===== src/rtl/divizor_pkg.sv =====
// Shared constants and helpers for the multi-channel frequency divider.
// Pulled in by divizor_canal and divizor_frecventa_multi.
package divizor_pkg;

  localparam int DIV_MIN   = 2;
  localparam int DIV_1HZ   = 100000000;
  localparam int DIV_20KHZ = 5000;

  // Channel-select width; a single channel still gets a 1-bit select.
  function automatic int ch_width(input int n);
    return (n > 1) ? $clog2(n) : 1;
  endfunction

endpackage


===== src/rtl/divizor_canal.sv =====
// One divider channel: counter, active and shadow divisor, pending flag,
// and registered square-clock / tick outputs.
module divizor_canal
  import divizor_pkg::*;
#(
  parameter int             CNT_W    = 27,
  parameter logic [CNT_W-1:0] DIV_INIT = CNT_W'(DIV_1HZ)
) (
  input  logic             clk_i,
  input  logic             rst_i,
  input  logic             en_i,
  input  logic             sync_i,
  input  logic             wr_i,
  input  logic [CNT_W-1:0] wr_div_i,
  output logic             pend_o,
  output logic             clk_o,
  output logic             tick_o
);

  logic [CNT_W-1:0] cnt_reg, cnt_next;
  logic [CNT_W-1:0] div_reg, div_next;
  logic [CNT_W-1:0] shadow_reg, shadow_next;
  logic             pend_reg, pend_next;
  logic             clk_reg, clk_next;
  logic             tick_reg, tick_next;
  logic             wrap;
  logic             apply;

  always_comb begin
    wrap        = en_i & (cnt_reg >= (div_reg - CNT_W'(1)));
    // A disabled channel has no wrap to wait for, so it takes the new value at once.
    apply       = pend_reg & (wrap | ~en_i | sync_i);

    cnt_next    = cnt_reg + CNT_W'(1);
    if (~en_i | sync_i | wrap) begin
      cnt_next = '0;
    end

    div_next    = apply ? shadow_reg : div_reg;
    shadow_next = wr_i ? wr_div_i : shadow_reg;

    // Writes are only accepted while not pending, so wr_i and apply never coincide.
    pend_next   = pend_reg;
    if (wr_i) begin
      pend_next = 1'b1;
    end else if (apply) begin
      pend_next = 1'b0;
    end

    clk_next    = en_i & (cnt_reg < (div_reg >> 1));
    tick_next   = wrap & ~sync_i;
  end

  always_ff @(posedge clk_i or posedge rst_i) begin
    if (rst_i) begin
      cnt_reg    <= '0;
      div_reg    <= DIV_INIT;
      shadow_reg <= DIV_INIT;
      pend_reg   <= 1'b0;
      clk_reg    <= 1'b0;
      tick_reg   <= 1'b0;
    end else begin
      cnt_reg    <= cnt_next;
      div_reg    <= div_next;
      shadow_reg <= shadow_next;
      pend_reg   <= pend_next;
      clk_reg    <= clk_next;
      tick_reg   <= tick_next;
    end
  end

  assign pend_o = pend_reg;
  assign clk_o  = clk_reg;
  assign tick_o = tick_reg;

endmodule


===== src/rtl/divizor_frecventa_multi.sv =====
// N_CH independent, runtime-reprogrammable clock dividers with write decode.
// Define DIVIZOR_SYNC_EN to add the sync_i phase-alignment input.
module divizor_frecventa_multi
  import divizor_pkg::*;
#(
  parameter int                      N_CH      = 2,
  parameter int                      CNT_W     = 27,
  parameter logic [N_CH*CNT_W-1:0]   DIV_RESET = {CNT_W'(DIV_20KHZ), CNT_W'(DIV_1HZ)},
  localparam int                     CH_W      = ch_width(N_CH)
) (
  input  logic             clk_i,
  input  logic             rst_i,
  input  logic [N_CH-1:0]  en_i,
  input  logic             cfg_we_i,
  input  logic [CH_W-1:0]  cfg_ch_i,
  input  logic [CNT_W-1:0] cfg_div_i,
  output logic             cfg_ready_o,
  output logic             cfg_err_o,
  output logic [N_CH-1:0]  clk_o,
  output logic [N_CH-1:0]  tick_o
`ifdef DIVIZOR_SYNC_EN
  ,
  input  logic             sync_i
`endif
);

  logic                   sync_w;
  logic [N_CH-1:0]        pend_w;
  logic [(1<<CH_W)-1:0]   pend_pad;
  logic [N_CH-1:0]        wr_sel;
  logic                   ch_legal;
  logic                   div_legal;
  logic                   accept;
  logic                   err_reg, err_next;

`ifdef DIVIZOR_SYNC_EN
  assign sync_w = sync_i;
`else
  assign sync_w = 1'b0;
`endif

  // Unused select codes read as "not pending" so an out-of-range channel reaches the error path.
  always_comb begin
    pend_pad             = '0;
    pend_pad[N_CH-1:0]   = pend_w;
  end

  assign cfg_ready_o = ~pend_pad[cfg_ch_i];
  assign ch_legal    = (int'(cfg_ch_i) < N_CH);
  assign div_legal   = (cfg_div_i >= CNT_W'(DIV_MIN));
  assign accept      = cfg_we_i & cfg_ready_o & ch_legal & div_legal;
  assign err_next    = cfg_we_i & cfg_ready_o & ~(ch_legal & div_legal);

  always_ff @(posedge clk_i or posedge rst_i) begin
    if (rst_i) begin
      err_reg <= 1'b0;
    end else begin
      err_reg <= err_next;
    end
  end

  assign cfg_err_o = err_reg;

  for (genvar gi = 0; gi < N_CH; gi++) begin : g_ch
    assign wr_sel[gi] = accept & (cfg_ch_i == CH_W'(gi));

    divizor_canal #(
      .CNT_W    (CNT_W),
      .DIV_INIT (DIV_RESET[gi*CNT_W +: CNT_W])
    ) u_canal (
      .clk_i    (clk_i),
      .rst_i    (rst_i),
      .en_i     (en_i[gi]),
      .sync_i   (sync_w),
      .wr_i     (wr_sel[gi]),
      .wr_div_i (cfg_div_i),
      .pend_o   (pend_w[gi]),
      .clk_o    (clk_o[gi]),
      .tick_o   (tick_o[gi])
    );
  end

endmodule

===== config.mk =====
export PLATFORM = sky130hd
export DESIGN_NAME = divizor_frecventa_multi
export DESIGN_NICKNAME = d
export VERILOG_FILES = /design/src/rtl/divizor_pkg.sv /design/src/rtl/divizor_canal.sv /design/src/rtl/divizor_frecventa_multi.sv
export SDC_FILE = /design/constraint.sdc
export NUM_CORES = 1
export LEC_CHECK = 0
export ABC_AREA = 1
export ABC_CLOCK_PERIOD_IN_PS = 6950
export BUFFER_PORTS_ARGS = -buffer_cell sky130_fd_sc_hd__buf_2
export CAP_MARGIN = 10
export CELL_PAD_IN_SITES_DETAIL_PLACEMENT = 0
export CELL_PAD_IN_SITES_GLOBAL_PLACEMENT = 1
export CORE_ASPECT_RATIO = 1.1
export CORE_UTILIZATION = 40
export CTS_BUF_LIST = sky130_fd_sc_hd__clkbuf_8
export DETAILED_ROUTE_END_ITERATION = 7
export PLACE_DENSITY = 0.8
export SLEW_MARGIN = 20
export SYNTH_ARGS = -nofsm -noshare
export SYNTH_HDL_FRONTEND = slang
export SYNTH_HIERARCHICAL = 1
export SYNTH_SLANG_ARGS = --single-unit

===== constraint.sdc =====
create_clock -name clk_i -period 6.95 [get_ports clk_i]
set_input_delay 0.3475 -clock clk_i [delete_from_list [all_inputs] [get_ports clk_i]]
set_output_delay 0.3475 -clock clk_i [all_outputs]
set_load 0.1 [all_outputs]

==> results of run 1 <==
-- layout make-up --
cell class / count / area, um2 / share of cell area (%)
Tap cell: 368 / 460 / 3.65
Clock inverter: 15 / 156 / 1.24
Inverter: 175 / 659 / 5.23
Sequential cell: 169 / 4270 / 33.9
Timing Repair Buffer: 46 / 260 / 2.06
Antenna cell: 2 / 5.00 / 0.0397
Clock buffer: 17 / 234 / 1.86
Multi-Input combinational cell: 1166 / 6560 / 52.0
-- power breakdown --
part	total (uW)	internal, uW	switching (uW)
clock network	719	300	420
logic	1050	367	682
registers	1330	1160	163
total	3100	1830	1260
-- worst max-delay path: cells and delay by family (launching register included) --
kind	cells	cell delay, ns
flops	1	0.44
fa+ha+maj	2	0.58
compound gates	1	0.11
xor+xnor	1	0.17
simple gates	15	2.56
buf+inv	2	0.24
-- logic make-up after synthesis --
| group | after synthesis |
|---|---|
| and+or+nand+nor | 899 |
| buffers and inverters | 207 |
| DFF | 169 |
| adders and majority gates | 108 |
| AOI/OAI and AO/OA | 82 |
| xor gates and xnor gates | 75 |
| other | 1 |
-- cell usage after synthesis (all sizes together) --
| master | instances | area, um2 |
|---|---|---|
| nand2 | 507 | 1950 |
| nor2 | 204 | 886 |
| inv | 174 | 653 |
| dfrtp | 135 | 3380 |
| ha | 108 | 1350 |
| nand3 | 101 | 658 |
| xor2 | 67 | 587 |
| a21oi | 50 | 258 |
| nor3 | 43 | 295 |
| dfstp | 34 | 893 |
| nand4 | 26 | 163 |
| buf | 23 | 211 |
| o21ai | 14 | 73.8 |
| clkbuf | 9 | 33.8 |
| nor4 | 9 | 62.6 |
| xnor2 | 8 | 70.1 |
| a211oi | 4 | 30.0 |
| o211ai | 4 | 30.0 |
| o21a | 4 | 30.0 |
| or2 | 4 | 25.0 |
| and3 | 3 | 18.8 |
| a21boi | 2 | 15.0 |
| a21o | 2 | 15.0 |
| o22ai | 2 | 12.5 |
| clkinv | 1 | 3.75 |
| conb | 1 | 3.75 |
| nand3b | 1 | 7.51 |
| nor3b | 1 | 12.5 |
-- path summary, 6_finish.rpt --
check                                                            from                                         end  slack (ns)  cells past startpoint
max                            g_ch[1].u_canal/div_reg[0]$_DFFE_PP0P_     g_ch[1].u_canal/div_reg[19]$_DFFE_PP0P_        2.75                     21
min                                                     cfg_div_i[13]  g_ch[0].u_canal/shadow_reg[13]$_DFFE_PP1P_        0.11                      3
max reg2reg                    g_ch[1].u_canal/div_reg[0]$_DFFE_PP0P_     g_ch[1].u_canal/div_reg[19]$_DFFE_PP0P_        2.75                     21
min reg2reg                g_ch[0].u_canal/shadow_reg[16]$_DFFE_PP1P_  g_ch[0].u_canal/shadow_reg[16]$_DFFE_PP1P_        0.47                      2
max in group asynchronous                                       rst_i     g_ch[1].u_canal/div_reg[11]$_DFFE_PP0P_        5.75                      4
min in group asynchronous                                       rst_i                         cfg_err_o$_DFF_PP0_        0.28                      3
-- layer usage --
metal	vias to the layer above	track usage (%)
li1	4971	-
met1	4445	23.8
met2	122	38.6
met3	45	3.29
met4	2	6.86
met5	-	0
-- through the flow --
stage / setup WS, ns / cell area, um2 / utilization [%] / cells
floorplan: 4.06 / 11700 / - / 1542
global placement: 2.75 / 12200 / 42.4 / 1923
detailed placement: 2.72 / 12200 / 42.4 / 1923
CTS: 2.67 / 12600 / 43.7 / 1956
global route: 2.27 / 12600 / 43.8 / 1956
finish: 2.75 / 12600 / 43.8 / 1958
==> summary.md, run 1 <==
| Metric | Value |
|---|---|
| Outcome | `finished, violations left` |
| Failing checks | `DRC` |
| Setup crit end kind | `flop` |
| DR WL met3 | `780 um` |
| FMAX | `238 MHz` |
| Post-synthesis sequential area ratio | `36.4%` |
| Die height | `182 um` |
| Actual slew at the worst max-slew pin | `0.902 ns` |
| Row cnt | `65` |
| Clock slew at reported path FFs | `0.11 ns` |
| Most common cell after layout, fill and taps aside | `nand2_1` |
| Post-Synth XOR/XNOR Area | `5.60%` |
| CTS Sinks | `169` |
| Worst vdd rail ir drop | `0.101 mV` |
| Number of global-route vias before repair | `9801` |
| Final Hold Fails | `0` |
| Worst Hold Class | `input pin to flop` |
| H-tree levels | `4` |
| CTS Root Cell | `clkbuf_8` |
| Nets | `1716` |
| Max-Slew Margin vs Limit | `39.9%` |
| Pin count of the biggest net entering global routing | `85` |
| First-pass GRT wire length | `48900 um` |
| PwrDens | `246 nW/um2` |
| Tcrit/Tclk final | `60.5%` |
| Core Region | `28800 um2` |
| Synth Area in Compound Gates | `3.96%` |
| Die W | `165 um` |
| Top Ports | `39` |
| CTS Buf Count | `17` |
| Fin Clk Skew | `0.0180 ns` |
| # fillers | `2993` |
| CTS Buffer Depth | `2` |
| Initial drt markers | `472` |
| HPWL after DPL | `22700 um` |
| Largest stage delay, worst path | `0.68 ns` |
| Top routing layer in use | `met5` |
| RSZ-0062 raised after global routing | `no` |
| Final WL | `29400 um` |
| Synthesized area | `11700 um2` |
| Area growth, synth to finish | `7.52%` |
| CTS Hold Bufs | `1` |
| CTS tree | `done` |
| Worst Path Max Fanout | `56` |
| Post-synth cell types | `46` |
| Largest family of logic cells by synthesized area | `simple AND/OR/NAND/NOR gates` |
| RePlAce Congestion | `0.972` |
| Initial Utilization | `40.7%` |
| Count of pins over their slew limit | `0` |
| Layout cells sized above 1 | `13.6%` |
| Final hold slack | `0.106 ns` |
| IO buf count | `38` |
| # setup viols final | `0` |
| Total grt overflow | `0` |
| Post-Route Setup TNS | `0 ns` |
| Final worst path period need | `4.20 ns` |
| Gr usage total | `20.8%` |
| Adder-cell share of the synthesized area | `11.5%` |
| Clock latency on the worst-skew pair | `0.46 ns` |
| Met2 WL | `15600 um` |
| Initial antenna violation count | `3` |
| Final Power | `3100 uW` |
| Post-Synthesis Cells | `1541` |
| MaxCap Viol Count | `0` |
| Most frequent cells in the layout | `494 x nand2_1, 170 x nor2_1, 167 x inv_1, 135 x dfrtp_1, 108 x ha_1` |
| Die ar. | `30000 um2` |
| Yosys warning count | `6` |
| Crit-path cells | `inv_1, ha_1, inv_1, nor2_4, nand3_2, nor2_2, nand3_2, nor2_2, xor2_1, ha_1, nand2_1, nand2_1, nand2_1, nand2_1, a21oi_2, nand2_1, nor2_2, nand3_4, nand2_4, nand2_1, nand2_1` |
| Proportion of synthesized area in mux cells | `0%` |
| Crit path arrival time | `4.59 ns` |
| Yosys reg bits | `169` |
| M1 WL | `12200 um` |
| Simple-gate share of the synthesized area | `34.7%` |
| CP Class | `flop to flop` |
| DRC | `4` |
| CP max stage cell | `nand3_4` |
| Via count | `9585` |
| TritonRoute pass-1 iters | `7` |
| Post-cts resize count | `0` |
| Synthesized area per cell | `7.61 um2` |
| Most common cell on crit path | `nand2_1` |
| Worst setup SP type | `flop` |
| Routed WL per cell | `15.0 um` |
| Critical path required time | `7.34 ns` |
| Leak | `0.00626 uW` |
| Post-DRT Antenna Nets | `0` |
| Vias per inst | `4.90` |
| Post-CTS setup buffers | `0` |
No activity file was read; power rests on OpenSTA's default activity.
==> run 2: changes to the inputs <==
--- a/config.mk
+++ b/config.mk
@@ -6,7 +6,7 @@
 export NUM_CORES = 1
 export LEC_CHECK = 0
 export ABC_AREA = 1
-export ABC_CLOCK_PERIOD_IN_PS = 6950
+export ABC_CLOCK_PERIOD_IN_PS = 3900
 export BUFFER_PORTS_ARGS = -buffer_cell sky130_fd_sc_hd__buf_2
 export CAP_MARGIN = 10
 export CELL_PAD_IN_SITES_DETAIL_PLACEMENT = 0
==> constraint.sdc (replaced) <==
create_clock -name clk_i -period 3.9 [get_ports clk_i]
set_input_delay 0.195 -clock clk_i [delete_from_list [all_inputs] [get_ports clk_i]]
set_output_delay 0.195 -clock clk_i [all_outputs]
set_load 0.1 [all_outputs]
==> run 2 against run 1 <==
Compared with the run above: the flow still finishes with violations (DRC); total power grew 78%; die area is the same; sequential cell count is the same; utilization grew 1.1 points; register-to-register slack lost 2.3 ns; critical path type unchanged; critical endpoint is now g_ch[1].u_canal/div_reg[18]$_DFFE_PP0P_.
==> summary.md, run 2 (synthesized netlist as in run 1, its figures left out) <==
| Metric | Value |
|---|---|
| Nets | `1754` |
| Actual slew at the worst max-slew pin | `0.912 ns` |
| Die height | `182 um` |
| # setup viols final | `0` |
| Outcome | `finished, violations left` |
| Total grt overflow | `0` |
| Routing usage on met2 | `39.1%` |
| Initial Utilization | `40.7%` |
| Place WS | `0.410 ns` |
| Crit path arrival time | `3.84 ns` |
| Critical path required time | `4.24 ns` |
| Most frequent cells in the layout | `494 x nand2_1, 170 x nor2_1, 167 x inv_1, 135 x dfrtp_1, 108 x ha_1` |
| Worst setup SP type | `flop` |
| TritonRoute pass-1 iters | `7` |
| RSZ-0062 raised after global routing | `no` |
| Number of global-route vias before repair | `9970` |
| Area growth, synth to finish | `10.3%` |
| Routed WL per cell | `15.0 um` |
| Post-DRT Antenna Nets | `0` |
| Met1 usage | `24.2%` |
| Failing checks | `DRC` |
| Clock latency on the worst-skew pair | `0.46 ns` |
| PwrDens | `427 nW/um2` |
| Final Worst Setup Slack | `0.398 ns` |
| Initial antenna violation count | `0` |
| # fillers | `2973` |
| Placed cells | `1930` |
| Final Hold Fails | `0` |
| Gr usage total | `21.3%` |
| CTS Root Cell | `clkbuf_8` |
| FMAX | `286 MHz` |
| Vias per inst | `4.90` |
| First-pass GRT wire length | `49800 um` |
| Crit-path cells | `inv_1, ha_1, inv_1, nor2_4, nand3_2, nor2_2, nand3_2, nor2_2, xor2_1, ha_1, nand2_1, nand2_1, nand2_1, nand2_1, a21oi_2, nand2_1, nor2_2, nand3_4, buf_4, nand3_1, nand2_1` |
| Initial drt markers | `491` |
| Most common cell after layout, fill and taps aside | `nand2_1` |
| Final worst path period need | `3.50 ns` |
| Die ar. | `30000 um2` |
| CTS Buf Count | `17` |
| Via count | `9773` |
| Pin count of the biggest net entering global routing | `55` |
| GRT busiest layer | `met2` |
| Die W | `165 um` |
| Max-Slew Margin vs Limit | `39.2%` |
| CP max stage cell | `dfrtp_1` |
| Worst Path Max Fanout | `28` |
| Post-Route Setup TNS | `0 ns` |
| Largest stage delay, worst path | `0.44 ns` |
| Worst Hold Class | `input pin to flop` |
| Leak | `0.00640 uW` |
| Met3 Use GR | `2.51%` |
| Row cnt | `65` |
| CTS Buffer Depth | `2` |
| Post-Layout Cell Count | `1994` |
| CP delay by family, top | `simple AND/OR/NAND/NOR gates` |
| Layout cells sized above 1 | `13.7%` |
| Setup crit end kind | `flop` |
| Worst vdd rail ir drop | `0.241 mV` |
| CTS tree | `done` |
| CP Class | `flop to flop` |
| DRC | `2` |
| Count of pins over their slew limit | `0` |
| HPWL after DPL | `23600 um` |
| IO buf count | `38` |
| Top Ports | `39` |
| Final WL | `30000 um` |
| Post-cts resize count | `0` |
| RePlAce Congestion | `0.904` |
| Most common cell on crit path | `nand2_1` |
| Worst Path Buf+Inv | `3` |
| MaxCap Viol Count | `0` |
| Tcrit/Tclk final | `89.8%` |
| Post-CTS setup buffers | `0` |
| Antenna cells | `0` |
| H-tree levels | `4` |
| Fin Clk Skew | `0.0234 ns` |
| Core Region | `28800 um2` |
| Clock slew at reported path FFs | `0.11 ns` |
| CTS Sinks | `169` |
run 2: worst min-delay path, cell delays in order:
cell	delay, ns
buf_2	0.11
nor2_2	0.09
nand2_1	0.07
nand2_1	0.05
run 2: metrics by stage:
step,total power [uW],hold WS (ns),instance area (um2),utilization (%)
2_1_floorplan,3770,-0.0763,11700,-
5_1_grt,5990,0.0505,12900,44.9
3_3_place_gp,4280,0.0702,12200,42.5
6_report,5520,0.0445,12900,44.9
4_1_cts,5590,0.0114,12900,44.9
3_5_place_dp,4310,0.0723,12200,42.5
run 2: repair_timing:
action / 4_1_cts / 5_1_grt
endpoints found under the setup margin: 0 / 0
hold buffers: 32 / 0
hold endpoints to repair: 129 / 0
run 2: routing by layer:
metal | wire [um] | part of all wire (%)
met3 | 593 | 2.0
met4 | 1090 | 3.6
met1 | 12500 | 42
met2 | 15800 | 53
met5 | 0 | 0
run 2: area by class of cell:
cell class / count / area (um2) / area share (%)
multi-input cells: 1166 / 6560 / 50.7
clock buffers: 17 / 234 / 1.81
repair buffers: 84 / 616 / 4.76
inverters: 175 / 659 / 5.10
well taps: 368 / 460 / 3.56
clock inverters: 15 / 136 / 1.05
flip-flops and latches: 169 / 4270 / 33.0
run 2: final timing paths:
| kind | startpoint | to | slack [ns] | cells after the start |
|---|---|---|---|---|
| min in group asynchronous | rst_i | cfg_err_o$_DFF_PP0_ | 0.14 | 3 |
| hold / removal | cfg_ch_i | g_ch[0].u_canal/shadow_reg[22]$_DFFE_PP1P_ | 0.04 | 4 |
| max in group asynchronous | rst_i | g_ch[1].u_canal/div_reg[12]$_DFFE_PP1P_ | 2.44 | 4 |
| setup / recovery | g_ch[1].u_canal/div_reg[0]$_DFFE_PP0P_ | g_ch[1].u_canal/div_reg[18]$_DFFE_PP0P_ | 0.40 | 21 |
| hold reg to reg | g_ch[0].u_canal/shadow_reg[15]$_DFFE_PP1P_ | g_ch[0].u_canal/shadow_reg[15]$_DFFE_PP1P_ | 0.47 | 2 |
| setup reg to reg | g_ch[1].u_canal/div_reg[0]$_DFFE_PP0P_ | g_ch[1].u_canal/div_reg[18]$_DFFE_PP0P_ | 0.40 | 21 |
run 2: where the power goes:
group / switching (uW) / leakage (uW) / internal, uW
clock: 750 / 0.000180 / 467
sequential: 283 / 0.00214 / 2080
combinational: 1250 / 0.00408 / 693
==> run 3: changes to the inputs <==
--- a/config.mk
+++ b/config.mk
@@ -15,7 +15,7 @@
 export CORE_UTILIZATION = 40
 export CTS_BUF_LIST = sky130_fd_sc_hd__clkbuf_8
 export DETAILED_ROUTE_END_ITERATION = 7
-export PLACE_DENSITY = 0.8
+export PLACE_DENSITY = 0.75
 export SLEW_MARGIN = 20
 export SYNTH_ARGS = -nofsm -noshare
 export SYNTH_HDL_FRONTEND = slang
==> run 3 against run 2 <==
Compared with the run above: the run now ends clean; register-to-register slack gained 0.04 ns; total power grew 4.6%; critical path depth shrank 1; cell area grew 0.59%; routed wire length grew 4.6%; via count grew 0.12%; sequential cell count is the same; die area is the same; non-clock buffer count is the same; critical path type unchanged; critical endpoint is now g_ch[1].u_canal/cnt_reg[22]$_DFF_PP0_.
==> summary.md, run 3 (synthesized netlist as in run 1, its figures left out) <==
| Metric | Value |
|---|---|
| Worst vdd rail ir drop | `0.215 mV` |
| Die height | `182 um` |
| Post-CTS setup buffers | `0` |
| Vias per inst | `4.90` |
| CTS tree | `done` |
| Core Region | `28800 um2` |
| Most frequent cells in the layout | `494 x nand2_1, 170 x nor2_1, 167 x inv_1, 135 x dfrtp_1, 108 x ha_1` |
| Switching share of power | `39.6%` |
| Count of pins over their slew limit | `0` |
| Fin Clk Skew | `0.0150 ns` |
| CTS Sinks | `169` |
| CP Class | `flop to flop` |
| Total grt overflow | `0` |
| CTS Buffer Depth | `2` |
| Number of global-route vias before repair | `9927` |
| CP max stage cell | `dfrtp_1` |
| Setup crit end kind | `flop` |
| Post-Layout Cell Count | `1996` |
| Worst Path Max Fanout | `27` |
| Pin count of the biggest net entering global routing | `55` |
| Layout cells sized above 1 | `13.8%` |
| Clock latency on the worst-skew pair | `0.48 ns` |
| Post-cts resize count | `0` |
| Via count | `9785` |
| HPWL after DPL | `24600 um` |
| Internal Pwr Total | `3480 uW` |
| Reg power frac | `40.8%` |
| Place WS | `0.401 ns` |
| PwrDens | `444 nW/um2` |
| Final WL | `31300 um` |
| H-tree levels | `4` |
| CTS Hold Bufs | `31` |
| Reg2reg end | `g_ch[1].u_canal/cnt_reg[22]$_DFF_PP0_` |
| Worst setup SP type | `flop` |
| Area growth, synth to finish | `11.0%` |
| R2r startpoint | `g_ch[1].u_canal/div_reg[0]$_DFFE_PP0P_` |
| Sw Pwr | `2290 uW` |
| Post-Route Setup TNS | `0 ns` |
| CTS Root Cell | `clkbuf_8` |
| Initial antenna violation count | `2` |
| RSZ-0062 raised after global routing | `no` |
| Post-DRT Antenna Nets | `0` |
| Actual slew at the worst max-slew pin | `0.928 ns` |
| First-pass GRT wire length | `50700 um` |
| Nets | `1754` |
| TritonRoute pass-1 iters | `5` |
| # setup viols final | `0` |
| Most common cell after layout, fill and taps aside | `nand2_1` |
| Worst Hold Class | `input pin to flop` |
| Placed cells | `1931` |
| Final Hold Fails | `0` |
| Final worst path period need | `3.47 ns` |
| Initial Utilization | `40.7%` |
| Max-Slew Margin vs Limit | `38.1%` |
| Gr usage total | `21.9%` |
| Final Worst Setup Slack | `0.433 ns` |
| Row cnt | `65` |
| Leak | `0.00645 uW` |
| DRC | `0` |
| Logic pwr share | `34.1%` |
| Die W | `165 um` |
| Largest stage delay, worst path | `0.44 ns` |
| RePlAce Congestion | `0.958` |
| # fillers | `2939` |
| Die ar. | `30000 um2` |
| Routed WL per cell | `15.7 um` |
| Clock slew at reported path FFs | `0.10 ns` |
| MaxCap Viol Count | `0` |
| Crit-path cells | `inv_1, ha_1, inv_1, nor2_4, nand3_2, nor2_2, nand3_2, nor2_2, xor2_1, ha_1, nand2_1, nand2_1, nand2_1, nand2_1, a21oi_2, nand2_1, nor2_2, nand3_4, buf_4, nor2_1` |
| Placed Area | `12300 um2` |
| Clock power frac | `25.1%` |
| CTS Buf Count | `17` |
| Initial drt markers | `474` |
| Final cell area excluding filler cells | `13000 um2` |
| Most common cell on crit path | `nand2_1` |
| IO buf count | `38` |
| Outcome | `completed` |
| FMAX | `288 MHz` |
| Crit path to | `g_ch[1].u_canal/cnt_reg[22]$_DFF_PP0_` |
| Top Ports | `39` |
| Critical path required time | `4.31 ns` |
| Register-to-Register Setup Slack | `0.43 ns` |
| Critical Path Source | `g_ch[1].u_canal/div_reg[0]$_DFFE_PP0P_` |
| Reg2Reg Depth | `20` |
| Tcrit/Tclk final | `88.9%` |
| Crit path arrival time | `3.88 ns` |
[run 3: cell types whose count changed in the layout (fill, tap and decap cells not counted)]
cell,change
buf_4,+1
bufinv_16,+4
clkinv_2,+1
clkinv_4,+1
clkinv_8,-1
clkinvlp_4,-4
diode_2,+2
dlygate4sd3_1,-1
inv_6,+1
inv_8,-2
[run 3: how the worst min path moves through the flow]
| stage | end | cells past startpoint | slack (ns) | start |
|---|---|---|---|---|
| after detailed placement | cfg_err_o$_DFF_PP0_ | 2 | 0.07 | rst_i |
| after floorplan | cfg_err_o$_DFF_PP0_ | 1 | -0.08 | rst_i |
| after global placement | cfg_err_o$_DFF_PP0_ | 2 | 0.07 | rst_i |
| final | cfg_err_o$_DFF_PP0_ | 5 | 0.14 | cfg_ch_i |
| after CTS | cfg_err_o$_DFF_PP0_ | 3 | 0.09 | rst_i |
| after global routing | cfg_err_o$_DFF_PP0_ | 3 | 0.12 | rst_i |
[run 3: through the flow]
stage	utilization [%]	total power [uW]	hold WS, ns
4_1_cts	45.2	5850	0.0867
3_3_place_gp	42.6	4320	0.0667
3_5_place_dp	42.6	4340	0.0703
2_1_floorplan	-	3770	-0.0763
5_1_grt	45.2	6220	0.118
6_report	45.2	5770	0.136
[run 3: per-layer routing]
layer / GRT usage [%] / part of all wire [%] / up-vias
li1: - / - / 5039
met1: 24.0 / 41 / 4567
met2: 41.5 / 54 / 127
met3: 3.22 / 2.1 / 52
met4: 8.59 / 3.0 / 0
met5: 0 / 0 / -
[run 3: cell type report]
| cell class | instances | area [um2] | share of cell area, % |
|---|---|---|---|
| Antenna cell | 2 | 5.00 | 0.0385 |
| Multi-Input combinational cell | 1166 | 6560 | 50.4 |
| Tap cell | 368 | 460 | 3.54 |
| Timing Repair Buffer | 84 | 613 | 4.71 |
| Clock inverter | 15 | 210 | 1.62 |
| Sequential cell | 169 | 4270 | 32.8 |
| Inverter | 175 | 659 | 5.07 |
| Clock buffer | 17 | 234 | 1.80 |
[run 3: power by group through the flow]
stage	clock network, uW	registers, uW	logic [uW]
after floorplan	0	2310	1460
after global placement	0	2390	1930
after detailed placement	0	2380	1960
after CTS	1500	2360	2000
after global routing	1560	2400	2260
final	1450	2350	1970
[run 3: worst max-delay path: cells and delay by family (launching register included)]
family / cells / cell delay, ns
buffers and inverters: 3 / 0.54
adder cells (fa/ha/maj): 2 / 0.58
flip-flops: 1 / 0.44
AO/OA/AOI/OAI: 1 / 0.13
AND/OR/NAND/NOR: 13 / 1.51
XOR/XNOR: 1 / 0.20
